===== src/rtl/unidad_riesgos_pkg.sv =====
// unidad_riesgos_pkg: shared encodings, slot record and forwarding helper for the hazard unit
package unidad_riesgos_pkg;
    localparam int RB = 5;
    localparam logic [1:0] ADEL_REG = 2'b00;
    localparam logic [1:0] ADEL_WB  = 2'b01;
    localparam logic [1:0] ADEL_MEM = 2'b10;
    typedef enum logic [1:0] {NORMAL, ESPERA_MEM, VACIADO, STALL_CARGA} modo_t;
    typedef struct packed {
        logic          valido;
        logic [RB-1:0] rs;
        logic [RB-1:0] rt;
        logic          usa_rs;
        logic          usa_rt;
        logic [RB-1:0] dest;
        logic          escribe;
        logic          lee_mem;
    } slot_t;
    function automatic logic escribe_a(slot_t s, logic [RB-1:0] r);
        return s.valido && s.escribe && s.dest != '0 && s.dest == r;
    endfunction
endpackage


===== src/rtl/unidad_riesgos_comparador_adelanto.sv =====
// comparador_adelanto: forwarding select for one EX operand, MEM has priority over WB
module comparador_adelanto
    import unidad_riesgos_pkg::*;
(
    input  logic          valido,
    input  logic          usa,
    input  logic [RB-1:0] fuente,
    input  slot_t         mem,
    input  slot_t         wb,
    output logic [1:0]    sel
);
    // r0 never matches because escribe_a rejects dest 0
    always_comb sel = !(valido && usa) ? ADEL_REG :
                      escribe_a(mem, fuente) ? ADEL_MEM :
                      escribe_a(wb, fuente)  ? ADEL_WB  : ADEL_REG;
endmodule


===== src/rtl/unidad_riesgos.sv =====
// unidad_riesgos: load-use stall, branch flush, memory freeze and forwarding control
module unidad_riesgos
    import unidad_riesgos_pkg::*;
#(
    parameter int REG_BITS = RB,
    parameter int CNT_BITS = 16
) (
    input  logic                clk,
    input  logic                reset,
    input  logic [REG_BITS-1:0] rsID,
    input  logic [REG_BITS-1:0] rtID,
    input  logic                usaRsID,
    input  logic                usaRtID,
    input  logic [REG_BITS-1:0] regDestID,
    input  logic                escribeRegID,
    input  logic                leeMemID,
    input  logic                saltoTomadoEX,
    input  logic                memOcupada,
    output logic                congelarPC,
    output logic                congelarIFID,
    output logic                limpiarIFID,
    output logic                burbujaIDEX,
    output logic                congelarTodo,
    output logic [1:0]          adelantarA,
    output logic [1:0]          adelantarB,
    output logic [CNT_BITS-1:0] ciclosStall
);
    slot_t ex_q, ex_d, mem_q, mem_d, wb_q, wb_d, id_s;
    logic [CNT_BITS-1:0] cnt_q, cnt_d;
    logic [1:0] sel_a, sel_b;
    logic carga, pierde;
    modo_t modo;

    comparador_adelanto u_adel_a (
        .valido(ex_q.valido), .usa(ex_q.usa_rs), .fuente(ex_q.rs),
        .mem(mem_q), .wb(wb_q), .sel(sel_a)
    );
    comparador_adelanto u_adel_b (
        .valido(ex_q.valido), .usa(ex_q.usa_rt), .fuente(ex_q.rt),
        .mem(mem_q), .wb(wb_q), .sel(sel_b)
    );

    // mode priority, next slot contents and saturating lost-cycle counter
    always_comb begin
        id_s  = '{1'b1, rsID, rtID, usaRsID, usaRtID, regDestID, escribeRegID, leeMemID};
        carga = ex_q.valido && ex_q.lee_mem && ex_q.dest != '0 &&
                ((usaRsID && ex_q.dest == rsID) || (usaRtID && ex_q.dest == rtID));
        modo  = memOcupada ? ESPERA_MEM : saltoTomadoEX ? VACIADO : carga ? STALL_CARGA : NORMAL;
        pierde = modo == VACIADO || modo == STALL_CARGA;
        ex_d  = modo == NORMAL ? id_s : modo == ESPERA_MEM ? ex_q : '0;
        mem_d = modo == ESPERA_MEM ? mem_q : ex_q;
        wb_d  = modo == ESPERA_MEM ? wb_q : mem_q;
        cnt_d = pierde && cnt_q != '1 ? cnt_q + 1'b1 : cnt_q;
    end

    // outputs are forced low while reset is held
    always_comb begin
        congelarPC   = !reset && (modo == ESPERA_MEM || modo == STALL_CARGA);
        congelarIFID = congelarPC;
        limpiarIFID  = !reset && modo == VACIADO;
        burbujaIDEX  = !reset && pierde;
        congelarTodo = !reset && modo == ESPERA_MEM;
        adelantarA   = reset ? ADEL_REG : sel_a;
        adelantarB   = reset ? ADEL_REG : sel_b;
        ciclosStall  = reset ? '0 : cnt_q;
    end

    // shadow slots and counter registers
    always_ff @(posedge clk) begin
        if (reset) begin
            ex_q  <= '0;
            mem_q <= '0;
            wb_q  <= '0;
            cnt_q <= '0;
        end else begin
            ex_q  <= ex_d;
            mem_q <= mem_d;
            wb_q  <= wb_d;
            cnt_q <= cnt_d;
        end
    end
endmodule


===== config.mk =====
export PLATFORM = sky130hd
export DESIGN_NAME = unidad_riesgos
export DESIGN_NICKNAME = d
export VERILOG_FILES = /design/src/rtl/unidad_riesgos_pkg.sv /design/src/rtl/unidad_riesgos_comparador_adelanto.sv /design/src/rtl/unidad_riesgos.sv
export SDC_FILE = /design/constraint.sdc
export NUM_CORES = 1
export LEC_CHECK = 0
export ABC_AREA = 1
export BUFFER_PORTS_ARGS = -buffer_cell sky130_fd_sc_hd__clkbuf_2
export CAP_MARGIN = 20
export CORE_ASPECT_RATIO = 0.7
export CORE_UTILIZATION = 50
export CTS_CLUSTER_SIZE = 20
export DETAILED_ROUTE_END_ITERATION = 16
export GPL_TIMING_DRIVEN = 0
export PLACE_DENSITY = 0.79
export SLEW_MARGIN = 10
export SYNTH_ARGS = -nofsm -noshare
export SYNTH_HDL_FRONTEND = slang
export SYNTH_SLANG_ARGS = --single-unit

===== constraint.sdc =====
create_clock -name clk -period 2.6 [get_ports clk]
set_input_delay 0.39 -clock clk [delete_from_list [all_inputs] [get_ports clk]]
set_output_delay 0.39 -clock clk [all_outputs]
set_load 0.01 [all_outputs]

==> After elaboration in Yosys (flattened, before gate mapping) <==
Cells that the tools add are included.
{ "word_totals": {"inputBits": 23, "out_inout_bits": 25, "elab_cells": 69, "register_bits": 50} }
{ "op_classes": {"n_eq_ne": 11, "muxes": 14, "addsub": 1, "reduce_logical": 28} }
{ "ops": {"columns": ["operator", "n"], "rows": [
  ["$mux W20", 2],
  ["$eq A5 B5 Y1", 6],
  ["$logic_and A1 B1 Y1", 20],
  ["$mux W2", 9],
  ["$add A16 B1 Y16 const B", 1],
  ["$mux W16", 1],
  ["$ne A16 B16 Y1 const B", 1],
  ["$reduce_bool A5 Y1", 3],
  ["$eq A2 B2 Y1 const B", 2],
  ["$logic_or A1 B1 Y1", 3],
  ["$eq A2 B1 Y1 const B", 1],
  ["$logic_not A2 Y1", 1],
  ["$mux W1", 2],
  ["$ne A2 B2 Y1 const B", 1],
  ["$logic_not A1 Y1", 1]
]} }

==> Depth between registers and ports, before layout <==
{ "logic_depth": {"word_depth": 10, "depth_mapped": 12, "mapped_depth_nobuf": 11} }

==> Modules after synthesis <==
A second synthesis with hierarchy kept.
{ "hier_totals": {"cells_unflattened": 588, "hier_area_um2": 3818.7} }
{ "by_module_without_submodules": {"columns": ["mod", "cells_per_inst", "seq_area_each_um2", "area_each_um2", "n_inst"], "rows": [
  ["unidad_riesgos", 470, 1521.5, 3295.7, 1],
  ["comparador_adelanto", 59, 0.0, 261.5, 2]
]} }

==> Least setup slack after synthesis <==
Ideal clock, no wire load.
{ "synth_timing": {"path_kind": "input to output", "startpoint": "in reset", "endpoint": "out congelarPC", "stages": 6, "arrival_time_ns": 1.430, "n_path_buf": 3, "path_slack_ns": 0.780, "cell_sequence": "clkbuf_1 > inv_1 > clkbuf_1 > nand2_1 > a21oi_1 > buf_4"} }
{ "synth_via": {"elab_chain_cells": 2} }
{ "synth_rtl": {"columns": ["item", "line", "rtl"], "rows": [
  ["from (decl)", "unidad_riesgos.sv:9", "input logic reset,"],
  ["$logic_not A1 Y1", "unidad_riesgos.sv:58", "congelarPC = !reset && (modo == ESPERA_MEM || modo == STALL_CARGA);"],
  ["$logic_and A1 B1 Y1", "unidad_riesgos.sv:58", null],
  ["to (decl)", "unidad_riesgos.sv:19", "output logic congelarPC,"]
]} }
Every way passes these cells.

==> Worst setup path in the final report <==
{ "layout_timing": {"startpoint": "in memOcupada", "endpoint": "out congelarPC"} }
{ "layout_via": {"elab_chain_cells": 4, "word_cells_on_any_way": 5} }
{ "layout_rtl": {"columns": ["item", "line", "rtl"], "rows": [
  ["from (decl)", "unidad_riesgos.sv:18", "input logic memOcupada,"],
  ["$mux W2 *", "unidad_riesgos.sv:48", "modo = memOcupada ? ESPERA_MEM : saltoTomadoEX ? VACIADO : carga ? STALL_CARGA : NORMAL;"],
  ["$eq A2 B1 Y1 or $eq A2 B2 Y1 (tied branches)", "unidad_riesgos.sv:58", null],
  ["$logic_or A1 B1 Y1 *", "unidad_riesgos.sv:58", null],
  ["$logic_and A1 B1 Y1 *", "unidad_riesgos.sv:58", null]
]} }
Every way passes the cells marked *; elsewhere a longest branch is shown, timed or not.

==> results.sh <==
export IMPL_outcome="finished, final reports clean"
export IMPL_cpMostUsedCell="clkbuf_2"
export IMPL_cts_hold_buf=0
export IMPL_critPathBufInv=6
export IMPL_port_buffers=46
export IMPL_synth_fa_ha_area_frac=0.004596
export IMPL_crit_chain="clkbuf_2 -> inv_1 -> clkbuf_1 -> buf_1 -> a21oi_1 -> buf_4 -> clkbuf_2"
export IMPL_htreeDepth=2
export IMPL_grt_setup_unrepaired="no"
export IMPL_core_sq_mm=0.005230
export IMPL_routedWlPerCell_microns=13.13
export IMPL_slew_violations=0
export IMPL_antenna_found_initial=0
export IMPL_grt_max_degree=14
export IMPL_cts_buffers=5
export IMPL_busiest_layer="met1"
export IMPL_gr_usage_met3=0.04762
export IMPL_antenna_left=0
export IMPL_synth_top_family_by_area="simple AND/OR/NAND/NOR gates"
export IMPL_synth_edf_count=0
export IMPL_crit_arrival_ps=1820
export IMPL_nNetsFinal=484
export IMPL_first_iter_violations=235
export IMPL_syn_area_sq_mm=0.002723
export IMPL_ys_warnings_count=0
export IMPL_dp_hpwl_mm=5.424
export IMPL_synth_xor_area_share=0.08686
export IMPL_grt_usage=0.2490
export IMPL_cts_root_buf="clkbuf_8"
export IMPL_post_route_cells_drive_above_1_share=0.1612
export IMPL_avgSynthCellArea_sq_um=6.689
export IMPL_cellPowerDensity_mw_per_mm2=462.0
export IMPL_clock_latency_ps=290
export IMPL_tightestPinTransition_ps=586.8
export IMPL_grt_pass1_wl_mm=11.39
export IMPL_synthMuxAreaShare=0
export IMPL_cts_sinks=50
export IMPL_path_class="input port to primary output"
export IMPL_vias=2770
export IMPL_post_cts_buffers=0
export IMPL_synth_nets=431
export IMPL_worst_setup_path_start_kind="input port"
export IMPL_p_leak_nw=1.389
export IMPL_final_cell_mix="nand2_1, nor2_1, dfxtp_1"
export IMPL_skew_ps=3.644
export IMPL_dieArea_sq_mm=0.005749
export IMPL_grt_overflow=0
export IMPL_initial_core_util=0.5206
export IMPL_cp_required_ps=2210
export IMPL_viasPerCell=5.217
export IMPL_yosys_register_bits=50
export IMPL_path_clk_slew_ps=80
export IMPL_grt_pass1_vias=2380
export IMPL_io_pin_count=48
export IMPL_path_max_fanout=10
export IMPL_finalCriticalPeriod_ps=2208
export IMPL_fp_dieH_microns=63.74
export IMPL_fin_hold_ws_ps=319.4
export IMPL_drv_cap=0
export IMPL_slowest_delay_ps=410
export IMPL_crit_path_top_delay_cell="buf_1"
export IMPL_critPathCaptureType="primary output"
export IMPL_cts_resized=0
export IMPL_use_met2=0.3655
export IMPL_synth_seq_area_share=0.3676
export IMPL_min_path_type="input port to register"
export IMPL_finalSetupViolCount=0
export IMPL_max_freq_mhz=452.9
export IMPL_async_flop_share=0
export IMPL_hold_viol_final=0
export IMPL_met1_usage=0.3775
export IMPL_die_x_microns=90.20
export IMPL_drc=0
export IMPL_critPathTopFamily="buffers and inverters"
export IMPL_peakVddDrop_v=0.0003792
export IMPL_synth_compound_area_frac=0.1232
export IMPL_relSlewSlack=0.6088
export IMPL_mostFrequentLayoutCell="nand2_1"
export IMPL_finalCritPeriodShare=0.8492
export IMPL_drtPass1Iterations=5
export IMPL_rows=22
export IMPL_place_gp_congestion=0.9543
export IMPL_clock_path_buffers=2
export IMPL_syn_inst=407
export IMPL_fill_cells=529
export IMPL_routed_wl_mm=6.971
export IMPL_cts_tree="yes"
export IMPL_tns_ps=0
export IMPL_power_mw=1.444
export IMPL_synthToLayoutAreaGrowth_pct=14.80
export IMPL_synth_ff_type="dfxtp_1"
export IMPL_antenna_cells=0
export IMPL_ys_types=30
export IMPL_synthSimpleGateAreaFrac=0.3162
[tightest hold or removal path, cell delays in order]
cell	delay (ps)
clkbuf_2	80
inv_1	40
o22ai_1	60
[per-stage QoR]
stage	area [sq um]	cells	utilization	setup slack (ps)
final	3126	531	0.5976	392.0
after global routing	3126	531	0.5976	255.0
after CTS	3126	531	0.5976	407.2
after detailed placement	3043	525	0.5818	404.7
after global placement	3043	525	0.5818	416.8
after floorplan	2723	407	-	780.2
[power by group]
group	internal, mW	switching (mW)	total, mW
logic	0.0692	0.108	0.177
clock network	0.206	0.236	0.442
registers	0.792	0.0320	0.824
[cell usage after synthesis (2+ instances only)]
| library cell | instances | area (sq um) |
|---|---|---|
| or2_2 | 2 | 12.51 |
| xor2_1 | 21 | 183.9 |
| nor4_1 | 3 | 18.77 |
| o21ai_0 | 25 | 125.1 |
| nand2_1 | 85 | 319.1 |
| nor3_1 | 8 | 40.04 |
| nand3_1 | 33 | 165.2 |
| inv_2 | 5 | 18.77 |
| buf_2 | 2 | 10.01 |
| nand2_2 | 3 | 18.77 |
| a21oi_2 | 4 | 35.03 |
| nor2_1 | 55 | 206.5 |
| clkbuf_1 | 10 | 37.54 |
| xnor2_1 | 6 | 52.55 |
| o22ai_1 | 9 | 56.30 |
| nand4_1 | 4 | 25.02 |
| dfxtp_1 | 50 | 1001 |
| inv_1 | 49 | 183.9 |
| a21oi_1 | 22 | 110.1 |
[worst paths after layout]
kind / from / endpoint / slack, ps / cells past startpoint
max: memOcupada / congelarPC / 390 / 7
min reg2reg: cnt_q[15] / cnt_q[15] / 470 / 2
min: regDestID[1] / ex_q[3] / 320 / 3
max reg2reg: cnt_q[0] / cnt_q[7] / 410 / 9
[cells by family (layout without fill, tap and decap cells)]
logic type                 count (synthesis)  count (layout)
xor gates and xnor gates                  27              27
AOI/OAI and AO/OA                         61              61
and+or+nand+nor                          198             198
adders and majority gates                  1               1
DFF                                       50              50
buffers and inverters                     70             122
[area by class of cell]
class | count | area, sq um | share of cell area
Buffer | 15 | 70.07 | 0.02242
Clock buffer | 6 | 82.58 | 0.02642
Timing Repair Buffer | 46 | 230.2 | 0.07366
Sequential cell | 50 | 1001 | 0.3203
Inverter | 55 | 206.4 | 0.06605
Multi-Input combinational cell | 287 | 1445 | 0.4624
Tap cell | 72 | 90.09 | 0.02882
[routing by layer]
layer | vias up | wire length (microns) | part of all wire
met5 | - | 0 | 0
met4 | 0 | 36 | 0.0052
met3 | 5 | 541 | 0.078
met2 | 117 | 2850 | 0.41
met1 | 1250 | 3542 | 0.51
li1 | 1398 | - | -
[registers in the layout (all words and copies together) (netlist names)]
| signal | cells |
|---|---|
| mem_q | 7 |
| wb_q | 7 |
| cnt_q | 16 |
| ex_q | 20 |
Note: power is estimated with default switching activity, not from simulation.
